<file path="config.mk">
export PLATFORM = sky130hd
export DESIGN_NAME = control_layer1_writeback
export DESIGN_NICKNAME = d
export VERILOG_FILES = /design/src/rtl/control_layer1_writeback.sv
export SDC_FILE = /design/constraint.sdc
export NUM_CORES = 1
export LEC_CHECK = 0
export ABC_AREA = 0
export ABC_CLOCK_PERIOD_IN_PS = 4810
export CAP_MARGIN = 30
export CORE_ASPECT_RATIO = 0.9
export CORE_MARGIN = 3
export CORE_UTILIZATION = 53
export DETAILED_ROUTE_END_ITERATION = 8
export PLACE_DENSITY = 0.82
export RECOVER_POWER = 100
export SLEW_MARGIN = 20
export SYNTH_ARGS = -nofsm -noshare
export SYNTH_HDL_FRONTEND = slang
export SYNTH_SLANG_ARGS = --single-unit
</file>
<file path="constraint.sdc">
create_clock -name clk -period 4.81 [get_ports clk]
set_clock_uncertainty 0.2 [all_clocks]
set_input_delay 0.962 -clock clk [delete_from_list [all_inputs] [get_ports clk]]
set_output_delay 0.962 -clock clk [all_outputs]
set_load 0.02 [all_outputs]
</file>
<file path="src/rtl/control_layer1_writeback.sv">
// Layer-1 result writeback sequencer: turns a raster stream of result strobes into
// feature-map buffer writes with frame handshake. Optional 2x2 pooling strobe under LAYER1_POOL2X2_EN.
module control_layer1_writeback #(
  parameter int unsigned WIDTH = 5
) (
  input  logic        clk,
  input  logic        rst,
  input  logic        valid_in,
  input  logic        frame_ack,
  output logic        wr_en,
  output logic [31:0] wr_addr,
  output logic [31:0] out_col,
  output logic [31:0] out_row,
  output logic        last,
  output logic        frame_done,
  output logic        overflow,
  output logic        pool_valid
);

  localparam logic [1:0] IDLE    = 2'd0;
  localparam logic [1:0] COLLECT = 2'd1;
  localparam logic [1:0] DONE    = 2'd2;

  localparam logic [31:0] LAST_K   = 32'(WIDTH * WIDTH - 1);
  localparam logic [31:0] LAST_COL = 32'(WIDTH - 1);

  logic [1:0]  state;
  logic [31:0] k;
  logic [31:0] col;
  logic [31:0] row;

  logic in_done;
  logic accept;
  logic final_k;

  // In DONE a sample is only taken when the acknowledge arrives in the same cycle.
  always_comb begin
    in_done = (state == DONE);
    accept  = valid_in && (!in_done || frame_ack);
    final_k = (k == LAST_K);
  end

  always_ff @(posedge clk) begin
    if (rst) begin
      state      <= IDLE;
      k          <= '0;
      col        <= '0;
      row        <= '0;
      wr_en      <= 1'b0;
      wr_addr    <= '0;
      out_col    <= '0;
      out_row    <= '0;
      last       <= 1'b0;
      frame_done <= 1'b0;
      overflow   <= 1'b0;
    end else begin
      wr_en <= accept;
      last  <= accept && final_k;

      if (accept) begin
        wr_addr <= k;
        out_col <= col;
        out_row <= row;
        if (final_k) begin
          k     <= '0;
          col   <= '0;
          row   <= '0;
          state <= DONE;
        end else begin
          k     <= k + 32'd1;
          state <= COLLECT;
          if (col == LAST_COL) begin
            col <= '0;
            row <= row + 32'd1;
          end else begin
            col <= col + 32'd1;
          end
        end
      end else if (in_done && frame_ack) begin
        state <= IDLE;
      end

      // A simultaneous ack+final sample (single-sample frame) keeps frame_done high.
      if (accept && final_k) begin
        frame_done <= 1'b1;
      end else if (in_done && frame_ack) begin
        frame_done <= 1'b0;
      end

      if (in_done && valid_in && !frame_ack) begin
        overflow <= 1'b1;
      end
    end
  end

`ifdef LAYER1_POOL2X2_EN
  assign pool_valid = wr_en & out_row[0] & out_col[0];
`else
  assign pool_valid = 1'b0;
`endif

endmodule

</file>
# Yosys cells after proc, flatten, opt, wreduce, memory -nomap -nowiden

Cells that the tools add are included.

Add/subtract/negate cells: 3
Equal/unequal tests: 3
Mux-type cells: 10
Reduce and logical (&&, ||, !) cells: 12

Operator list:

| kind                  | number |
|---|---|
| $mux 32               | 5 |
| $add 32x1->32 const B | 3 |
| $eq 32x3->1 const B   | 1 |
| $eq 32x5->1 const B   | 1 |
| $mux 2                | 3 |
| $reduce_bool 2->1     | 3 |
| $logic_and 1x1->1     | 5 |
| $eq 2x2->1 const B    | 1 |
| $logic_not 1->1       | 2 |
| $mux 1                | 2 |
| $reduce_and 2->1      | 1 |
| $logic_or 1x1->1      | 1 |

Flip-flop bits (word level): 198
Bits of input ports: 4
Output and inout bits: 101
Word-level logic and storage cells: 39

# Depth between registers and ports, before layout

Gate-level depths: netlist of the first run.

Depth after elaboration: 6
Gate-level depth with buffers: 10

# Least setup slack after synthesis of the first run

OpenSTA, ideal clock, no wires.

Path type: input to register
Start point: in frame_ack
End point: reg k[1]
Data arrival time: 2.347 ns
Required time: 4.482 ns
Setup slack: 2.136 ns
Stages: 8
Path buffers: 4
Cell sequence: or3b_1 -> buf_2 -> and2_1 -> clkbuf_1 -> clkbuf_1 -> buf_1 -> a31oi_1 -> nor2_1

Cells in the longest elaborated chain, start to end: 2

RTL lines:

| what                 | line | text |
|---|---|---|
| start, declared      | 9    | `input logic frame_ack,` |
| $logic_or 1x1->1     | 39   | `accept = valid_in && (!in_done \|\| frame_ack);` |
| $logic_and 1x1->1    | 39   |  |
| end signal, assigned | 70   | `k <= k + 32'd1;` |
| end, declared        | 28   | `logic [31:0] k;` |

Every way passes these cells.
A chain may end at the register's enable or synchronous reset.

# Final worst setup path of the first run

Start point: in frame_ack
End point: reg row[19]

Cells in the longest elaborated chain, start to end: 3

RTL lines:

| what                              | line | text |
|---|---|---|
| $logic_or 1x1->1                  | 39   |  |
| $logic_and 1x1->1                 | 39   |  |
| $reduce_and 2->1 (no source line) | --   |  |
| end signal, assigned              | 74   | `row <= row + 32'd1;` |
| end, declared                     | 30   | `logic [31:0] row;` |

Every way passes these cells.

==> flow_metrics.py, run 1 <==
metrics = {
    "placement": {
        "dp_hpwl_um": 12500,
        "dpl_worst_slack_ns": 1.09,
        "portBuffers": 103,
        "place_congestion": 0.833,
    },
    "routing": {
        "via_per_inst": 5.58,
        "vias": 7260,
        "initialDrtViolationCount": 527,
        "drt_pre_antenna_iters": 5,
        "drt-total-wl_um": 19000,
        "wire_per_inst_um": 14.6,
        "postRouteAntennaNets": 0,
        "route.detailed.drc": 0,
    },
    "synthesis": {
        "synth_area_leaders": "dfxtp_1 (48%), nand2_1 (11%), a21oi_1 (8.2%), nor2_1 (3.8%), xnor2_1 (3.5%)",
        "postSynthCellCount": 1026,
        "synth_edf_count": 0,
        "synth_top_cell_by_area": "dfxtp_1",
        "ys_warn_count": 0,
        "postSynthNetCount": 1035,
        "yosysSeqAreaShare": 0.479,
        "syn_area_per_cell_um2": 8.06,
        "synth_top_cell_area_share": 0.479,
        "synthFlopType": "dfxtp_1",
        "ys_ff_latch": 198,
        "synthDistinctLibCells": 51,
        "synthArstFlopShare": 0,
        "netlist_area_um2": 8270,
    },
    "layout": {
        "fin_nets": 1101,
        "finish.utilization": 0.661,
        "diodes": 0,
        "fillers": 1240,
        "drive_gt1_frac": 0.0535,
        "area_delta_synth_final_pct": 19.7,
    },
    "clock_tree": {
        "cts_tree": "built",
        "clock_latency_ns": 0.43,
        "clk_path_buf_depth": 2,
        "cts-htree-levels": 4,
        "clockRootBuffer": "clkbuf_16",
        "clock-sinks": 198,
        "ctsHoldBuffers": 0,
        "numCtsBuffers": 17,
        "path_clk_slew_ns": 0.07,
        "cts_setup_buffers": 0,
        "cts-resized-gates": 0,
    },
    "floorplanning": {
        "rows": 42,
        "die_y_um": 125,
        "die_x_um": 138,
        "start_util": 0.552,
        "die_area_um2": 17100,
        "io_pins": 105,
        "core_um2": 15000,
    },
    "critical_path": {
        "reg2reg_slack_ns": 1.22,
        "worstPathRequired_ns": 4.93,
        "crit_chain": "dlygate4sd3_1, or3b_1, nand2_4, clkbuf_2, nor3_1, o2111ai_1, xor2_1, nor2_1",
        "startpoint_type": "input pin",
        "slowest_stage": "clkbuf_2",
        "endpoint_kind": "flip-flop",
        "critPathKind": "in2reg",
        "rr_worst_depth": 9,
        "reg2reg_from": "k[0]$_SDFFE_PP0P_",
        "crit_fanout": 52,
        "slowest_delay_ns": 0.86,
        "r2r-end": "row[11]$_SDFFE_PP0P_",
        "critical_path_arrival_ns": 3.91,
    },
    "global_routing": {
        "grt_usage": 0.225,
        "grt_max_degree": 53,
        "grt-ovfl-total": 0,
        "antenna_found_initial": 2,
        "grt_first_pass_wirelength_um": 31700,
        "grt_pass1_vias": 6596,
    },
    "power_and_ir_drop": {
        "switching_power_w": 0.000692,
        "p_int_w": 0.00238,
        "pwr-share-comb": 0.030,
        "pwr-share-clk": 0.434,
        "finalPower_w": 0.00307,
        "power.leakage_nw": 3.42,
        "p_seq_frac": 0.536,
        "switching_share": 0.225,
        "irDropWorstVdd_v": 0.000258,
        "powerDensity_nw_per_um2": 311,
    },
    "sta": {
        "finalCriticalPeriod_ns": 3.79,
        "final_max_slew_viol_count": 0,
        "tns_ns": 0,
        "finalHoldViolCount": 0,
        "finalSetupViolCount": 0,
        "grt_setup_unrepaired": "no",
        "worst_pin_slew_ns": 1.20,
        "timing.slew.headroom": 0.202,
        "finalCritPeriodShare": 0.787,
        "fmax_ghz": 0.264,
        "setup_ws_ns": 1.02,
    },
    "job": {
        "cap_viol_max_count": 0,
    },
    "min_path": {
        "min_from": "wr_addr[17]$_SDFFE_PP0P_",
        "worstHoldPathType": "reg2reg",
        "hold-path-endpoint": "wr_addr[17]$_SDFFE_PP0P_",
        "hold_path_depth": 2,
    },
    "status": {
        "status": "completed",
    },
}
[layout by cell type, fill, tap and decap left out, types with 4 or more instances in the layout]
master / Yosys / layout
inv_1: 24 / 24
or3_1: 25 / 25
o2111ai_1: 6 / 6
or4_1: 4 / 4
nand2_1: 232 / 231
ha_1: 5 / 5
nor3_1: 29 / 29
dfxtp_1: 198 / 198
o211ai_1: 4 / 4
dlygate4sd3_1: 0 / 102
o21ai_0: 22 / 22
xor2_1: 26 / 26
and3_1: 6 / 6
nor4_1: 16 / 16
clkinvlp_4: 0 / 6
a21oi_1: 136 / 136
o32ai_1: 6 / 6
nand3_1: 22 / 22
and4_1: 7 / 7
nor2_1: 84 / 84
clkbuf_16: 0 / 17
nand4_1: 24 / 24
xnor2_1: 33 / 33
nand2b_1: 4 / 4
o31ai_1: 4 / 4
buf_4: 1 / 8
[layout make-up]
type	count	area (µm²)	area share
inverters	24	90.1	0.00910
repair buffers	112	1090	0.110
multi-input cells	739	3960	0.400
clock inverters	12	108	0.0109
well taps	198	248	0.0250
flip-flops and latches	198	3960	0.401
clock buffers	18	439	0.0444
[sequential cells by signal, summed over array words and instances (netlist names)]
register / count
row: 32
wr_en: 1
k: 32
wr_addr: 32
overflow: 1
last: 1
state: 2
frame_done: 1
col: 32
out_col: 32
out_row: 32
[power by group through the flow]
stage / registers [W] / logic (W) / clock network (W)
finish: 0.00165 / 0.0000922 / 0.00133
global route: 0.00165 / 0.000102 / 0.00142
CTS: 0.00165 / 0.0000932 / 0.00135
detailed placement: 0.00169 / 0.0000927 / 0
global placement: 0.00169 / 0.0000919 / 0
floorplan: 0.00169 / 0.0000669 / 0
[worst max-delay path by stage]
stage | from | slack (ns) | to
final | frame_ack | 1.02 | row[19]$_SDFFE_PP0P_
after global placement | frame_ack | 1.19 | row[19]$_SDFFE_PP0P_
after floorplan | frame_ack | 2.14 | k[1]$_SDFFE_PP0P_
after detailed placement | frame_ack | 1.09 | row[19]$_SDFFE_PP0P_
after CTS | frame_ack | 1.55 | row[19]$_SDFFE_PP0P_
after global routing | frame_ack | 0.80 | row[19]$_SDFFE_PP0P_
[synthesized netlist by cell type (3+ instances only)]
cell type	instances
a211oi_1	3
a21oi_1	136
and2_1	4
and3_1	6
and4_1	7
buf_1	8
buf_2	11
clkbuf_1	44
dfxtp_1	198
ha_1	5
inv_1	24
nand2_1	232
nand2b_1	4
nand3_1	22
nand3b_1	3
nand4_1	24
nor2_1	84
nor3_1	29
nor4_1	16
nor4b_1	3
o2111ai_1	6
o211ai_1	4
o21ai_0	22
o31ai_1	4
o32ai_1	6
or3_1	25
or3_4	3
or4_1	4
xnor2_1	33
xor2_1	26
[logic make-up after synthesis]
group / share of synthesized area
buf+inv: 0.0434
simple gates: 0.274
flops: 0.479
compound gates: 0.131
other cells: 0.000453
xor+xnor: 0.0625
fa+ha+maj: 0.00756
mux: 0.00121
[routing by layer]
layer  global-route usage  part of all wire  vias to the layer above
met4               0.0704             0.014                        4
met2                0.333              0.45                      181
met3               0.0565             0.053                       28
met5                    0            0.0013                        -
li1                     -                 -                     3620
met1                0.321              0.49                     3427
[stage by stage]
step | hold slack, ns | instance area, µm² | instances
floorplan | 0.237 | 8270 | 1026
global placement | 0.241 | 9360 | 1271
detailed placement | 0.247 | 9360 | 1271
CTS | 0.256 | 9900 | 1301
global route | 0.271 | 9900 | 1301
finish | 0.248 | 9900 | 1301
[critical path, delay by kind of cell]
kind	cells	cell delay, ns
buffers and inverters	2	1.43
and+or+nand+nor	4	1.13
xor gates and xnor gates	1	0.20
AOI/OAI and AO/OA	1	0.17
Power figures use the tool's default switching activity.
==> run 2: changes to the inputs <==
--- a/config.mk
+++ b/config.mk
@@ -6,13 +6,13 @@
 export NUM_CORES = 1
 export LEC_CHECK = 0
 export ABC_AREA = 0
-export ABC_CLOCK_PERIOD_IN_PS = 4810
+export ABC_CLOCK_PERIOD_IN_PS = 3410
 export CAP_MARGIN = 30
 export CORE_ASPECT_RATIO = 0.9
 export CORE_MARGIN = 3
-export CORE_UTILIZATION = 53
+export CORE_UTILIZATION = 50
 export DETAILED_ROUTE_END_ITERATION = 8
-export PLACE_DENSITY = 0.82
+export PLACE_DENSITY = 0.81
 export RECOVER_POWER = 100
 export SLEW_MARGIN = 20
 export SYNTH_ARGS = -nofsm -noshare
==> constraint.sdc (replaced) <==
create_clock -name clk -period 3.41 [get_ports clk]
set_clock_uncertainty 0.2 [all_clocks]
set_input_delay 0.682 -clock clk [delete_from_list [all_inputs] [get_ports clk]]
set_output_delay 0.682 -clock clk [all_outputs]
set_load 0.02 [all_outputs]
==> run 2 against run 1 <==
Core utilization down 2.8 points. Sequential power increased by 41%. Critical endpoint is now wr_addr[23]$_SDFFE_PP0P_. Register-to-register slack got worse by 0.73 ns. Clock-buffer cell count grew 4. First-iteration DRC count rose by 26%. Final area grew 1.2%. Critical path depth fell by 1. Highest routed layer is now met4. Total power rose by 47%. Non-clock buffer count is 7 higher. Final cell count grew 1.0%. Die area increased by 5.7%. Critical path type unchanged. Sequential cell count is the same.
==> flow_metrics.py, run 2 (synthesized netlist as in run 1, its figures left out) <==
metrics = {
    "status": {
        "status": "completed",
    },
    "floorplanning": {
        "core_um2": 15800,
        "die_y_um": 128,
        "die_x_um": 142,
        "start_util": 0.523,
        "rows": 43,
        "die_area_um2": 18100,
        "io_pins": 105,
    },
    "critical_path": {
        "critical_path_arrival_ns": 3.20,
        "crit_fanout": 36,
        "critPathKind": "in2reg",
        "startpoint_type": "input pin",
        "worstPathRequired_ns": 3.57,
        "endpoint_kind": "flip-flop",
    },
    "routing": {
        "initialDrtViolationCount": 664,
        "wl_met2_um": 8590,
        "drt-total-wl_um": 19200,
        "vias": 7315,
        "wl_met1_um": 9280,
        "met3_length_um": 1020,
        "top_layer": "met4",
        "drt_pre_antenna_iters": 5,
        "wire_per_inst_um": 14.6,
        "route.detailed.drc": 0,
        "postRouteAntennaNets": 0,
        "via_per_inst": 5.57,
    },
    "sta": {
        "finalCritPeriodShare": 0.892,
        "timing.slew.headroom": 0.365,
        "grt_setup_unrepaired": "no",
        "setup_ws_ns": 0.368,
        "tns_ns": 0,
        "finalCriticalPeriod_ns": 3.04,
        "final_max_slew_viol_count": 0,
        "worst_pin_slew_ns": 0.949,
        "finalHoldViolCount": 0,
        "finalSetupViolCount": 0,
        "fmax_ghz": 0.329,
    },
    "power_and_ir_drop": {
        "pwr-share-comb": 0.030,
        "power.leakage_nw": 3.50,
        "p_seq_frac": 0.514,
        "powerDensity_nw_per_um2": 451,
        "p_int_w": 0.00353,
        "pwr-share-clk": 0.456,
        "irDropWorstVdd_v": 0.000374,
        "switching_power_w": 0.000993,
        "switching_share": 0.220,
    },
    "clock_tree": {
        "clockRootBuffer": "clkbuf_16",
        "ctsHoldBuffers": 0,
        "clk_path_buf_depth": 2,
        "cts_setup_buffers": 0,
        "path_clk_slew_ns": 0.07,
        "cts-resized-gates": 0,
        "clock-sinks": 198,
        "cts-htree-levels": 4,
        "numCtsBuffers": 17,
        "cts_tree": "built",
        "clock_latency_ns": 0.43,
    },
    "global_routing": {
        "antenna_found_initial": 0,
        "grt-ovfl-total": 0,
        "grt_first_pass_wirelength_um": 32100,
        "grt_usage": 0.213,
        "grt_pass1_vias": 6666,
        "grt_max_degree": 72,
    },
    "layout": {
        "area_delta_synth_final_pct": 21.1,
        "finish.utilization": 0.633,
        "fillers": 1364,
        "diodes": 0,
        "fin_nets": 1108,
        "final_common_cell": "nand2_1",
        "drive_gt1_frac": 0.0576,
        "final_cell_mix": "nand2_1 (231), dfxtp_1 (198), a21oi_1 (136), dlygate4sd3_1 (101), nor2_1 (85)",
    },
    "placement": {
        "portBuffers": 103,
        "dp_hpwl_um": 12800,
        "place_congestion": 0.818,
        "dpl_worst_slack_ns": 0.158,
    },
    "job": {
        "cap_viol_max_count": 0,
    },
    "min_path": {
        "worstHoldPathType": "reg2reg",
    },
}
==> run 2: metrics by stage <==
| stage | instance area (µm²) | std cells | hold WS [ns] | power, W |
|---|---|---|---|---|
| after floorplan | 8270 | 1026 | 0.237 | 0.00247 |
| after global placement | 9430 | 1282 | 0.241 | 0.00251 |
| after detailed placement | 9430 | 1282 | 0.246 | 0.00252 |
| after CTS | 10000 | 1314 | 0.255 | 0.00455 |
| after global routing | 10000 | 1314 | 0.270 | 0.00466 |
| final | 10000 | 1314 | 0.251 | 0.00452 |
==> run 2: per-layer routing <==
layer / vias to the layer above / global-route usage
li1: 3641 / -
met1: 3432 / 0.306
met2: 216 / 0.320
met3: 26 / 0.0500
met4: 0 / 0.0621
met5: - / 0
==> run 2: final cells by class <==
class                   count  area, µm²  area share
inverters                  24       90.1     0.00899
well taps                 202        253      0.0252
clock inverters            10        146      0.0146
clock buffers              22        454      0.0453
flip-flops and latches    198       3960       0.396
multi-input cells         739       3960       0.395
repair buffers            119       1150       0.115
==> run 2: power groups by stage <==
stage               Clock [W]  Combinational [W]  Sequential [W]
finish                0.00206           0.000136         0.00232
global route          0.00219           0.000149         0.00233
CTS                   0.00209           0.000138         0.00232
detailed placement          0           0.000139         0.00238
global placement            0           0.000137         0.00238
floorplan                   0          0.0000944         0.00238
==> run 2: final timing paths <==
check | startpoint | slack, ns | end | cells past startpoint
max | frame_ack | 0.37 | wr_addr[23]$_SDFFE_PP0P_ | 7
min | wr_addr[15]$_SDFFE_PP0P_ | 0.25 | wr_addr[15]$_SDFFE_PP0P_ | 2
max reg2reg | k[0]$_SDFFE_PP0P_ | 0.49 | k[3]$_SDFFE_PP0P_ | 9
min reg2reg | wr_addr[15]$_SDFFE_PP0P_ | 0.25 | wr_addr[15]$_SDFFE_PP0P_ | 2
==> run 2: critical path, cell delays in order <==
cell,delay (ns)
dlygate4sd3_1,0.56
or3b_1,0.53
nand2_4,0.21
buf_4,0.38
clkbuf_2,0.53
nand2_1,0.13
a21oi_1,0.16
